==> config.mk <==
export PLATFORM = sky130hd
export DESIGN_NAME = dmem_arbiter
export DESIGN_NICKNAME = d
export VERILOG_FILES = /design/src/rtl/dmem_pkg.sv /design/src/rtl/rr_arb2.sv /design/src/rtl/dmem_arbiter.sv
export SDC_FILE = /design/constraint.sdc
export NUM_CORES = 1
export LEC_CHECK = 0
export BUFFER_PORTS_ARGS = -buffer_cell sky130_fd_sc_hd__buf_2
export CAP_MARGIN = 20
export CORE_MARGIN = 2
export CORE_UTILIZATION = 36
export DETAILED_ROUTE_END_ITERATION = 10
export GPL_ROUTABILITY_DRIVEN = 0
export HOLD_SLACK_MARGIN = 0.08
export PLACE_DENSITY = 0.75
export SETUP_SLACK_MARGIN = 0.2
export SYNTH_ARGS = -nofsm -noshare
export SYNTH_HDL_FRONTEND = slang
export SYNTH_SLANG_ARGS = --single-unit
==> constraint.sdc <==
create_clock -name clk -period 1.82 [get_ports clk]
set_clock_uncertainty 0.1 [all_clocks]
set_input_delay 0.273 -clock clk [delete_from_list [all_inputs] [get_ports clk]]
set_output_delay 0.273 -clock clk [all_outputs]
set_load 0.005 [all_outputs]
==> src/rtl/dmem_pkg.sv <==
// Shared definitions for the data-memory burst arbiter: default widths,
// arbiter state encoding and requester indices.
package dmem_pkg;

    localparam int DMEM_AW = 16;
    localparam int DMEM_DW = 16;
    localparam int DMEM_LW = 4;

    typedef enum logic {
        ST_IDLE  = 1'b0,
        ST_BURST = 1'b1
    } state_e;

    localparam logic REQ_CPU = 1'b0;
    localparam logic REQ_DMA = 1'b1;

endpackage

==> src/rtl/rr_arb2.sv <==
// Two-way round-robin pick: a lone requester always wins, a tie goes to the
// requester named by rr_ptr_i. Purely combinational, one-hot (or zero) result.
module rr_arb2 (
    input  logic [1:0] req_i,
    input  logic       rr_ptr_i,
    output logic [1:0] gnt_o
);

    // Winner selection
    always_comb begin
        gnt_o = 2'b00;
        case (req_i)
            2'b01:   gnt_o = 2'b01;
            2'b10:   gnt_o = 2'b10;
            2'b11:   gnt_o = rr_ptr_i ? 2'b10 : 2'b01;
            default: gnt_o = 2'b00;
        endcase
    end

endmodule

==> src/rtl/dmem_arbiter.sv <==
// Round-robin burst arbiter sharing one 16-bit data-memory port between the
// CPU load/store stage (requester 0) and the DMA/debug loader (requester 1).
module dmem_arbiter
    import dmem_pkg::*;
#(
    parameter int AW = DMEM_AW,
    parameter int DW = DMEM_DW,
    parameter int LW = DMEM_LW
) (
    input  logic          clk,
    input  logic          reset,

    input  logic          m0_req,
    input  logic          m0_we,
    input  logic [AW-1:0] m0_addr,
    input  logic [LW-1:0] m0_len,
    input  logic [DW-1:0] m0_wdata,
    output logic          m0_gnt,
    output logic          m0_ack,
    output logic          m0_last,
    output logic [DW-1:0] m0_rdata,

    input  logic          m1_req,
    input  logic          m1_we,
    input  logic [AW-1:0] m1_addr,
    input  logic [LW-1:0] m1_len,
    input  logic [DW-1:0] m1_wdata,
    output logic          m1_gnt,
    output logic          m1_ack,
    output logic          m1_last,
    output logic [DW-1:0] m1_rdata,

    output logic [AW-1:0] mem_addr,
    output logic [DW-1:0] mem_wdata,
    output logic          mem_we,
    input  logic [DW-1:0] mem_rdata
);

    state_e        state_q,  state_d;
    logic          owner_q,  owner_d;
    logic          we_q,     we_d;
    logic          rr_ptr_q, rr_ptr_d;
    logic [AW-1:0] addr_q,   addr_d;
    logic [LW-1:0] beat_q,   beat_d;

    logic [1:0]    win_s;
    logic          busy_s;
    logic          final_s;

    rr_arb2 u_rr_arb2 (
        .req_i    ({m1_req, m0_req}),
        .rr_ptr_i (rr_ptr_q),
        .gnt_o    (win_s)
    );

    assign busy_s  = (state_q == ST_BURST);
    assign final_s = busy_s && (beat_q == {LW{1'b0}});

    // Next-state: grant latch in IDLE, address/beat stepping in BURST
    always_comb begin
        state_d  = state_q;
        owner_d  = owner_q;
        we_d     = we_q;
        rr_ptr_d = rr_ptr_q;
        addr_d   = addr_q;
        beat_d   = beat_q;
        case (state_q)
            ST_IDLE: begin
                if (|win_s) begin
                    state_d = ST_BURST;
                    owner_d = win_s[REQ_DMA];
                    if (win_s[REQ_DMA]) begin
                        we_d   = m1_we;
                        addr_d = m1_addr;
                        beat_d = m1_len;
                    end else begin
                        we_d   = m0_we;
                        addr_d = m0_addr;
                        beat_d = m0_len;
                    end
                end else begin
                    state_d = ST_IDLE;
                end
            end
            ST_BURST: begin
                // The address holds on the final beat so mem_addr keeps its
                // last driven value while the port is idle.
                if (final_s) begin
                    state_d  = ST_IDLE;
                    rr_ptr_d = ~owner_q;
                end else begin
                    addr_d = addr_q + AW'(1);
                    beat_d = beat_q - LW'(1);
                end
            end
            default: begin
                state_d = ST_IDLE;
            end
        endcase
    end

    // Arbiter state registers
    always_ff @(posedge clk or negedge reset) begin
        if (!reset) begin
            state_q  <= ST_IDLE;
            owner_q  <= REQ_CPU;
            we_q     <= 1'b0;
            rr_ptr_q <= REQ_CPU;
            addr_q   <= {AW{1'b0}};
            beat_q   <= {LW{1'b0}};
        end else begin
            state_q  <= state_d;
            owner_q  <= owner_d;
            we_q     <= we_d;
            rr_ptr_q <= rr_ptr_d;
            addr_q   <= addr_d;
            beat_q   <= beat_d;
        end
    end

    // Port drive and return path; only wdata and rdata pass through combinationally
    always_comb begin
        mem_addr  = addr_q;
        mem_we    = busy_s && we_q;
        mem_wdata = {DW{1'b0}};
        m0_gnt    = 1'b0;
        m0_last   = 1'b0;
        m0_rdata  = {DW{1'b0}};
        m1_gnt    = 1'b0;
        m1_last   = 1'b0;
        m1_rdata  = {DW{1'b0}};
        if (busy_s) begin
            if (owner_q == REQ_DMA) begin
                mem_wdata = m1_wdata;
                m1_gnt    = 1'b1;
                m1_last   = final_s;
                m1_rdata  = mem_rdata;
            end else begin
                mem_wdata = m0_wdata;
                m0_gnt    = 1'b1;
                m0_last   = final_s;
                m0_rdata  = mem_rdata;
            end
        end else begin
            mem_wdata = {DW{1'b0}};
        end
    end

    assign m0_ack = m0_gnt;
    assign m1_ack = m1_gnt;

endmodule

==> flow_metrics.env <==
export IMPL_floorplan_die_width_um=84.0
export IMPL_synth_net_count=365
export IMPL_critPathKind="reg2out"
export IMPL_reg2reg_setup_slack_ns=0.05
export IMPL_finalWirelength_um=8980
export IMPL_clkLatencyLatePin_ns=0.27
export IMPL_timing_setup_tns_ns=-0.00373
export IMPL_report_final_hold_viol_count=0
export IMPL_floorplan_initialDensity=0.367
export IMPL_drive_above_1_share=0.601
export IMPL_synthToLayoutAreaGrowth_pct=69.0
export IMPL_tightestPinTransition_ns=0.610
export IMPL_antenna_violations_before_repair=0
export IMPL_worst_path_largest_cell_delay_ns=0.42
export IMPL_crit_path_end_kind="primary output"
export IMPL_post_synthesis_instance_total=268
export IMPL_yosys_warnings=0
export IMPL_detail_route_drc_violations=0
export IMPL_htree_levels=1
export IMPL_netlist_cell_type_count=57
export IMPL_synth_seq_area_share=0.261
export IMPL_postRouteAntennaNets=0
export IMPL_tritoncts_num_sinks=24
export IMPL_r2r_worst_path_cells=6
export IMPL_register_bit_count_reported_by_yosys=24
export IMPL_synth_area_mm2=0.00230
export IMPL_timing_critical_path_from_type="flop"
export IMPL_port_buffers=164
export IMPL_hpwlAfterDp_um=6140
export IMPL_num_nets_final=564
export IMPL_largest_net_degree_at_the_start_of_global_routing=31
export IMPL_finalWorstPathRequiredPeriod_ns=1.82
export IMPL_vias_per_cell=5.45
export IMPL_grt_total_usage=0.232
export IMPL_post_route_period_util=1.00
export IMPL_report_power_total_mw=5.80
export IMPL_final_max_slew_violation_count=0
export IMPL_die_area_mm2=0.00705
export IMPL_syn_mean_instance_area_um2=8.59
export IMPL_drv_cap=0
export IMPL_wl_per_cell_um=16.5
export IMPL_post_layout_nonfiller_instances=543
export IMPL_clockBufferDepth=2
export IMPL_crit_path_start="beat_q[0]"
export IMPL_setup_viol=1
export IMPL_postSynth_topFlopCell="dfrtp_1"
export IMPL_max_slew_margin=0.594
export IMPL_cp_required_ns=1.45
export IMPL_launching_point_of_the_worst_reg2reg_path="beat_q[0]"
export IMPL_critical_path_cell_chain="inv_2 > ha_4 > nand4bb_4 > nor2_4 > buf_2"
export IMPL_grt_pass1_vias=2723
export IMPL_design_portCount=165
export IMPL_critPathMaxFanout=4
export IMPL_crit_slowest_cell="dfrtp_1"
export IMPL_setup_ws_ns=-0.00373
export IMPL_cts_inserted_buffers=3
export IMPL_violated_checks="negative setup slack"
export IMPL_clock_tree_root_cell="clkbuf_8"
export IMPL_tritoncts="done"
export IMPL_data_arrival_time_of_the_worst_path_ns=1.45
export IMPL_final_hold_worst_slack_ns=0.215
export IMPL_fp_row_count=29
export IMPL_power_density_mw_per_mm2=1490
export IMPL_worst_hold_path_type="in2reg"
export IMPL_first_pass_iters=5
export IMPL_p_leak_nw=1.99
export IMPL_drt_iter0_drc=172
export IMPL_crit_end="m0_last"
export IMPL_worstReg2RegEnd="mem_addr[10]"
export IMPL_run_status="finished, violations left"
export IMPL_globalRoute_totalOverflow=0
export IMPL_core_region_area_mm2=0.00628
export IMPL_grt_pass1_wl_um=13400
export IMPL_synth_edff_count=0
export IMPL_async_reset_ff_frac=1.00
export IMPL_die_height_um=84.0
export IMPL_critical_path_top_delay_family="flip-flops"
export IMPL_clock_fmax_ghz=0.548
export IMPL_antennaDiodeCount=0
export IMPL_place_detailed_instances=507
export IMPL_irDropWorstVdd_mv=1.09
export IMPL_critical_path_cell_count=5
export IMPL_clk_pin_slew_worst_paths_ns=0.09
export IMPL_vias=2959
export IMPL_min_from="m1_we"
export IMPL_rsz0062_at_grt="true"
export IMPL_utilization=0.620
export IMPL_cp_num_buf_inv=2
==> cells in the final DEF (no fill, tap or decap), drive strengths merged, types with 7 or more instances in the layout <==
cell type,synthesis,final
nand3,17,17
o21ai,11,11
buf,13,212
nand2,13,13
and3,16,16
and2,20,20
inv,8,9
mux2i,32,32
nor2,25,25
dfrtp,24,24
nor3,7,7
==> state kept, by name (all words and copies together) (netlist names) <==
register  cells
rr_ptr_q      1
busy_s        1
we_q          1
beat_q        4
owner_q       1
mem_addr     16
==> worst min-delay path by stage <==
stage	cells after the start	slack, ns	to
after floorplan	0	-0.12	beat_q[0]
after global placement	1	0.19	mem_addr[5]
after detailed placement	1	0.20	mem_addr[5]
after CTS	3	0.20	we_q
after global routing	3	0.22	we_q
final	3	0.22	we_q
==> per-stage QoR <==
stage	instance area, um^2	setup WS (ns)
after CTS	3680	0.0827
after global placement	3310	0.0140
after detailed placement	3310	0.00611
after global routing	3890	-0.0417
after floorplan	2380	0.201
final	3890	-0.00373
==> cell families (layout without fill, tap and decap cells) <==
kind of cell / after synthesis / after routing / synth area share
adder cells (fa/ha/maj): 3 / 3 / 0.0163
AND/OR/NAND/NOR: 126 / 126 / 0.328
multiplexers: 37 / 37 / 0.163
AO/OA/AOI/OAI: 48 / 48 / 0.161
flip-flops: 24 / 24 / 0.261
XOR/XNOR: 1 / 1 / 0.00380
buffers and inverters: 29 / 227 / 0.0663
==> timing repair <==
item	in CTS	in global routing
cloned	1	1
pin swaps	7	14
hold endpoints to repair	24	0
hold buffers	1	0
resized for setup	39	28
endpoints found under the setup margin	76	75
buffers inserted	19	10
==> per-layer routing <==
metal	vias up	GRT usage	part of all wire
li1	1398	-	-
met1	1393	0.301	0.41
met2	155	0.399	0.51
met3	13	0.0366	0.073
met4	0	0.0616	0.015
met5	-	0	0
==> synthesized netlist by cell type (2+ instances only) <==
| master | count | area (um^2) |
|---|---|---|
| dfrtp_1 | 24 | 601 |
| nor3_1 | 7 | 35.0 |
| o21ai_0 | 11 | 55.1 |
| buf_6 | 3 | 33.8 |
| o21a_1 | 2 | 15.0 |
| nand4_1 | 4 | 25.0 |
| nand4_2 | 2 | 25.0 |
| a21oi_1 | 6 | 30.0 |
| nand2_1 | 11 | 41.3 |
| or4_1 | 2 | 15.0 |
| buf_2 | 5 | 25.0 |
| o311ai_1 | 2 | 17.5 |
| a22oi_1 | 2 | 15.0 |
| and3_1 | 16 | 100 |
| buf_4 | 4 | 30.0 |
| or3_1 | 4 | 25.0 |
| inv_1 | 7 | 26.3 |
| o211ai_1 | 5 | 37.5 |
| mux2_2 | 5 | 56.3 |
| a221oi_2 | 4 | 60.1 |
| ha_1 | 3 | 37.5 |
| nor2_1 | 25 | 93.8 |
| mux2i_1 | 32 | 320 |
| a22o_1 | 4 | 35.0 |
| clkbuf_1 | 8 | 30.0 |
| nor4_1 | 3 | 18.8 |
| a221o_1 | 2 | 20.0 |
| and2_1 | 19 | 119 |
| o41ai_1 | 2 | 17.5 |
| nand3_1 | 16 | 80.1 |
| nor4_2 | 2 | 25.0 |
==> tightest hold or removal path: cells and delay by family <==
kind	cells	cell delay (ns)
buf+inv	1	0.08
mux	1	0.07
compound gates	1	0.14
==> final cells by class <==
| type | count | area, um^2 |
|---|---|---|
| clock buffers | 4 | 45.0 |
| repair inverters | 1 | 6.26 |
| fillers | 517 | 2380 |
| flip-flops and latches | 24 | 613 |
| well taps | 77 | 96.3 |
| repair buffers | 214 | 1290 |
| multi-input cells | 215 | 1800 |
| inverters | 8 | 40.0 |
==> power breakdown <==
group / switching (mW) / leakage, nW / internal, mW / total [mW]
registers: 0.462 / 0.271 / 0.840 / 1.30
clock network: 0.181 / 0.0228 / 0.157 / 0.338
logic: 1.94 / 1.70 / 2.22 / 4.16
total: 2.58 / 1.99 / 3.22 / 5.80
No activity file was read; power rests on OpenSTA's default activity.
